**src/rtl/pipelined_adder.sv**
```systemverilog
// pipelined_adder
//   WIDTH-bit adder/subtractor whose carry ripples one CW-bit chunk per clock
//   (CW = WIDTH/STAGES), producing the sum plus ARM-style NZCV flags.
//   Every stage register holds together when the output is back-pressured.
//
// Ports
//   clk        rising-edge clock
//   reset_n    asynchronous active-low reset, clears every pipeline register
//   in_valid   operand set present
//   in_ready   block accepts this cycle (combinational, = advance)
//   a, b       operands
//   sub        1: a - b (b inverted, carry-in 1); 0: a + b
//   out_valid  result present
//   out_ready  consumer accepts result
//   sum        result, modulo 2^WIDTH
//   flag_n     sum[WIDTH-1]
//   flag_z     sum == 0
//   flag_c     carry out of bit WIDTH-1 (sub: 1 = no borrow)
//   flag_v     signed overflow
module pipelined_adder #(
    parameter int WIDTH  = 64,
    parameter int STAGES = 4
) (
    input  logic             clk,
    input  logic             reset_n,
    input  logic             in_valid,
    output logic             in_ready,
    input  logic [WIDTH-1:0] a,
    input  logic [WIDTH-1:0] b,
    input  logic             sub,
    output logic             out_valid,
    input  logic             out_ready,
    output logic [WIDTH-1:0] sum,
    output logic             flag_n,
    output logic             flag_z,
    output logic             flag_c,
    output logic             flag_v
);

    localparam int CW   = WIDTH / STAGES;
    localparam int LAST = STAGES - 1;

    // Per-stage state: index k is the register written by stage k.
    logic [STAGES-1:0]            vld_d,  vld_q;
    logic [STAGES-1:0]            cry_d,  cry_q;
    logic [STAGES-1:0]            zero_d, zero_q;
    logic [STAGES-1:0][WIDTH-1:0] opa_d,  opa_q;
    logic [STAGES-1:0][WIDTH-1:0] opb_d,  opb_q;
    logic [STAGES-1:0][WIDTH-1:0] acc_d,  acc_q;
    logic                         ovf_d,  ovf_q;

    // Scratch values for the per-stage chunk computation.
    logic [WIDTH-1:0] a_in, b_in, s_in;
    logic             c_in, z_in, v_in;
    logic [CW-1:0]    ca, cb;
    logic [CW:0]      part;
    logic             advance;

    // The whole pipeline moves as one: either every stage shifts or none does.
    assign advance  = !vld_q[LAST] || out_ready;
    assign in_ready = advance;

    always_comb begin
        vld_d  = '0;
        cry_d  = '0;
        zero_d = '0;
        opa_d  = '0;
        opb_d  = '0;
        acc_d  = '0;
        ovf_d  = 1'b0;
        a_in   = '0;
        b_in   = '0;
        s_in   = '0;
        c_in   = 1'b0;
        z_in   = 1'b0;
        v_in   = 1'b0;
        ca     = '0;
        cb     = '0;
        part   = '0;
        for (int k = 0; k < STAGES; k++) begin
            if (k == 0) begin
                // B is inverted up front; carry-in = sub completes two's complement.
                a_in = a;
                b_in = b ^ {WIDTH{sub}};
                s_in = '0;
                c_in = sub;
                z_in = 1'b1;
                v_in = in_valid;
            end else begin
                a_in = opa_q[(k == 0) ? 0 : k - 1];
                b_in = opb_q[(k == 0) ? 0 : k - 1];
                s_in = acc_q[(k == 0) ? 0 : k - 1];
                c_in = cry_q[(k == 0) ? 0 : k - 1];
                z_in = zero_q[(k == 0) ? 0 : k - 1];
                v_in = vld_q[(k == 0) ? 0 : k - 1];
            end
            ca   = a_in[k*CW +: CW];
            cb   = b_in[k*CW +: CW];
            part = {1'b0, ca} + {1'b0, cb} + {{CW{1'b0}}, c_in};
            s_in[k*CW +: CW] = part[CW-1:0];

            acc_d[k]  = s_in;
            cry_d[k]  = part[CW];
            zero_d[k] = z_in & (part[CW-1:0] == '0);
            vld_d[k]  = v_in;
            opa_d[k]  = a_in;
            opb_d[k]  = b_in;
            if (k == LAST) begin
                // Carry into the MSB is recovered from the MSB sum bit and its inputs.
                ovf_d = (part[CW-1] ^ ca[CW-1] ^ cb[CW-1]) ^ part[CW];
            end
        end
    end

    always_ff @(posedge clk or negedge reset_n) begin
        if (!reset_n) begin
            vld_q  <= '0;
            cry_q  <= '0;
            zero_q <= '0;
            opa_q  <= '0;
            opb_q  <= '0;
            acc_q  <= '0;
            ovf_q  <= 1'b0;
        end else if (advance) begin
            vld_q  <= vld_d;
            cry_q  <= cry_d;
            zero_q <= zero_d;
            opa_q  <= opa_d;
            opb_q  <= opb_d;
            acc_q  <= acc_d;
            ovf_q  <= ovf_d;
        end
    end

    assign out_valid = vld_q[LAST];
    assign sum       = acc_q[LAST];
    assign flag_n    = acc_q[LAST][WIDTH-1];
    assign flag_z    = zero_q[LAST];
    assign flag_c    = cry_q[LAST];
    assign flag_v    = ovf_q;

    // Skew registers of the last stage (and used-up chunks) have no reader.
    logic unused_skew;
    assign unused_skew = ^{opa_q, opb_q};

endmodule

```
**config.mk**
```make
export PLATFORM = sky130hd
export DESIGN_NAME = pipelined_adder
export DESIGN_NICKNAME = d
export VERILOG_FILES = /design/src/rtl/pipelined_adder.sv
export SDC_FILE = /design/constraint.sdc
export NUM_CORES = 1
export LEC_CHECK = 0
export ABC_AREA = 1
export CAP_MARGIN = 5
export CORE_UTILIZATION = 45
export CTS_CLUSTER_SIZE = 10
export DETAILED_ROUTE_END_ITERATION = 7
export GPL_ROUTABILITY_DRIVEN = 1
export PLACE_DENSITY_LB_ADDON = 0.08
export SYNTH_ARGS = -nofsm -noshare
export SYNTH_HDL_FRONTEND = slang
export SYNTH_SLANG_ARGS = --single-unit
```
**constraint.sdc**
```tcl
create_clock -name clk -period 2.6 [get_ports clk]
set_input_delay 0.78 -clock clk [delete_from_list [all_inputs] [get_ports clk]]
set_output_delay 0.78 -clock clk [all_outputs]
set_load 0.005 [all_outputs]
```
==> metrics.log <==
INFO  metric max_cap_violations = 0
INFO  metric share_of_synthesized_registers_carrying_an_async_set_or_reset = 1.00
INFO  metric gpl.final_weighted_congestion = approximately 0.86
INFO  metric max-vdd-ir-drop = around 0.69 mV
INFO  metric period_share = 0.952
INFO  metric largest_family_of_logic_cells_by_synthesized_area = simple AND/OR/NAND/NOR gates
INFO  metric die-width = 200 um
INFO  metric worstSkewPairLatency = around 560 ps
INFO  metric clock_tree.buffer_depth = 3
INFO  metric num_io_pins = about 200
INFO  metric hpwl = between 30000 and 40000 um
INFO  metric slew_headroom = 0.293
INFO  metric vias_in_the_first_global_route = ~14000
INFO  metric areaGrowthSynthToFinish = 23.7%
INFO  metric hold_path.class = input pin to asynchronous set/reset pin
INFO  metric start_kind = input pin
INFO  metric initial_core_util = 0.457
INFO  metric dp.cells = between 2000 and 3000
INFO  metric layout.nets = between 2000 and 3000
INFO  metric hold_violation_count_in_the_final_report = 0
INFO  metric r2r_setup_slack = about 200 ps
INFO  metric postLayoutCellArea = around 0.022 mm2
INFO  metric synth-compound-area-share = 0.0852
INFO  metric max_freq = 0.404 GHz
INFO  metric cts_sinks = between 300 and 400
INFO  metric report.final.setup_viol = 0
INFO  metric path_clk_slew = 50 ps
INFO  metric syn_avg_cell_area = roughly 8.1 um2
INFO  metric total_number_of_vias = 14200
INFO  metric synth_commonest_cells = sky130_fd_sc_hd__nand2_1, sky130_fd_sc_hd__dfrtp_1, sky130_fd_sc_hd__o21ai_0
INFO  metric post_synth_main_area_contributors = sky130_fd_sc_hd__dfrtp_1, sky130_fd_sc_hd__nand2_1, sky130_fd_sc_hd__o21ai_0, sky130_fd_sc_hd__ha_1, sky130_fd_sc_hd__inv_1
INFO  metric synth_sequential_area_ratio = 0.517
INFO  metric p_leak = between 10 and 15 nW
INFO  metric cell_family_with_most_cp_delay = buffers and inverters
INFO  metric drive_above_1_share = 0.0569
INFO  metric synthSimpleGateAreaFrac = 0.252
INFO  metric area_of_the_mapped_netlist = approximately 0.018 mm2
INFO  metric placementRows = between 70 and 80
INFO  metric critical_path.max_fanout = 4
INFO  metric cts_root_buffer = sky130_fd_sc_hd__clkbuf_16
INFO  metric power = 26.2 mW
INFO  metric max_stage_delay = between 400 and 500 ps
INFO  metric die_h = 200 um
INFO  metric postCtsResizedCells = 2
INFO  metric synth-adder-area-share = 0.0504
INFO  metric cts-buffers-inserted = 43
INFO  metric io_buffers = 202
INFO  metric htreeDepth = 2
INFO  metric timing.critical_path.buf_inv = 3
INFO  metric skew = 13.3 ps
INFO  metric final_antenna_net_count = 0
INFO  metric postSynthNetCount = roughly 2400
INFO  metric wire_per_inst = between 10 and 15 um
INFO  metric post_route_insts_no_fill = approximately 2900
INFO  metric arrival = roughly 1700 ps
INFO  metric grt_antenna_before_repair = 0
INFO  metric netlist_instances = between 2000 and 2500
INFO  metric die-area = about 0.04 mm2
INFO  metric setup.worst_path.end_class = output port
INFO  metric drc = 0
INFO  metric synth.largest_area_cell = sky130_fd_sc_hd__dfrtp_1
INFO  metric postCtsSetupRepairBufs = 0
INFO  metric status = completed
INFO  metric cts_tree = yes
INFO  metric report.final.slew_viol_count = 0
INFO  metric post_dp_cell_area = 0.0206 mm2
INFO  metric drtPass1Iterations = 5
INFO  metric routed_via_density = just under 5
INFO  metric crit_path_top_delay_cell = sky130_fd_sc_hd__clkdlybuf4s50_1
INFO  metric floorplan.core_area = 0.0386 mm2
INFO  metric critPathKind = input pin to output port
INFO  metric number_of_design_rule_violations_left_by_the_first_detailed_router_iteration = roughly 740
INFO  metric area_share_of_the_largest_cell_type_after_synthesis = 0.517
INFO  metric unrepaired_setup_endpoints_after_global_routing = false
INFO  metric grt_pass1_wl = slightly above 70000 um
INFO  metric yosys.cell_types.count = 31
INFO  metric critical_path_required = approximately 1800 ps
INFO  metric post_synth_xor_area_fraction = 0.0377
INFO  metric cts_hold_buf = 0
INFO  metric synth.most_common_cell = sky130_fd_sc_hd__nand2_1
INFO  metric post_synth_mux_area_share = 0
INFO  metric final.min_clock_period = ~2500 ps
INFO  metric worstPathCellList = clkdlybuf4s50_1 > inv_2 > nand2_8 > dlygate4sd2_1
INFO  metric num_antenna_cells = 0
INFO  metric largest_net_degree_at_the_start_of_global_routing = around 110
INFO  metric drt_wl_total = roughly 43000 um
INFO  metric synth-warning-count = 0
INFO  metric post_synthesis_sequential_element_count = 365
INFO  metric timing_worst_slew_pin_value = roughly 1100 ps
INFO  metric synth_enable_flop_cells = 0
INFO  metric globalRoute.totalOverflow = 0
INFO  metric ys_dominant_reg_cell = sky130_fd_sc_hd__dfrtp_1
INFO  metric grt_use_total = 0.221
INFO  metric power_per_cell_area = 1200 mW/mm2
## registers in the layout (all words and copies together), names as in the netlist
name / flops
zero_q: 4
sum: 64
vld_q: 4
opa_d: 80
acc_d: 96
flag_v: 1
b_in: 16
cry_q: 4
opb_d: 80
a_in: 16
## power breakdown
| part | switching (mW) | internal (mW) |
|---|---|---|
| registers | 1.38 | 8.20 |
| logic | 6.65 | 4.58 |
| clock network | 2.19 | 3.20 |
| total | 10.2 | 16.0 |
## cells in the final DEF (no fill, tap or decap), drive strengths merged, types with 2 or more instances in the layout
master	instances
nand2	911
nor3	11
a21oi	45
xor2	20
o21a	3
nand3b	15
a31oi	15
nand4	19
clkbuf	55
nand3	74
fa	7
inv	169
nor2	88
xnor2	56
ha	60
dfrtp	365
o21ai	222
buf	64
or2	2
o21bai	5
clkdlybuf4s50	199
## cells by family after synthesis
group	after synthesis
simple gates	1121
flops	365
compound gates	291
buf+inv	257
xor+xnor	76
fa+ha+maj	67
## per-stage QoR
stage / setup WS [ps] / hold WS, ps / util / TNS [ps]
3_3_place_gp: -356 / 432 / 0.533 / -7450
3_5_place_dp: -365 / 441 / 0.533 / -7130
2_1_floorplan: 15.1 / 420 / - / 0
6_report: 124 / 154 / 0.565 / 0
4_1_cts: 37.5 / 147 / 0.564 / 0
5_1_grt: 6.47 / 173 / 0.565 / 0
## final cells by class
| type | instances | area [um2] |
|---|---|---|
| well taps | 518 | 648 |
| clock inverters | 1 | 30.0 |
| flip-flops and latches | 365 | 9130 |
| clock buffers | 55 | 1170 |
| repair buffers | 264 | 2650 |
| multi-input cells | 1555 | 7560 |
| inverters | 169 | 642 |
| fillers | 3639 | 16800 |
## worst paths after layout
check                           depth (start not counted)       from          to
worst max-delay path                                    4  out_ready    in_ready
worst min-delay path                                    1    reset_n     sum[12]
worst max register to register                         13   cry_q[0]   zero_q[1]
worst min register to register                          2   vld_q[2]    vld_q[3]
max in group asynchronous                               2    reset_n  opb_d[168]
min in group clk                                        2   vld_q[2]    vld_q[3]
## routing by layer
| layer | global-route usage | share of wire | vias to the layer above |
|---|---|---|---|
| met5 | 0 | 0 | - |
| met4 | 0.0695 | 0.024 | 0 |
| met3 | 0.0290 | 0.031 | 62 |
| met2 | 0.347 | 0.46 | 214 |
| met1 | 0.319 | 0.49 | 6606 |
| li1 | - | - | 7324 |
No activity file was read; power rests on OpenSTA's default activity.
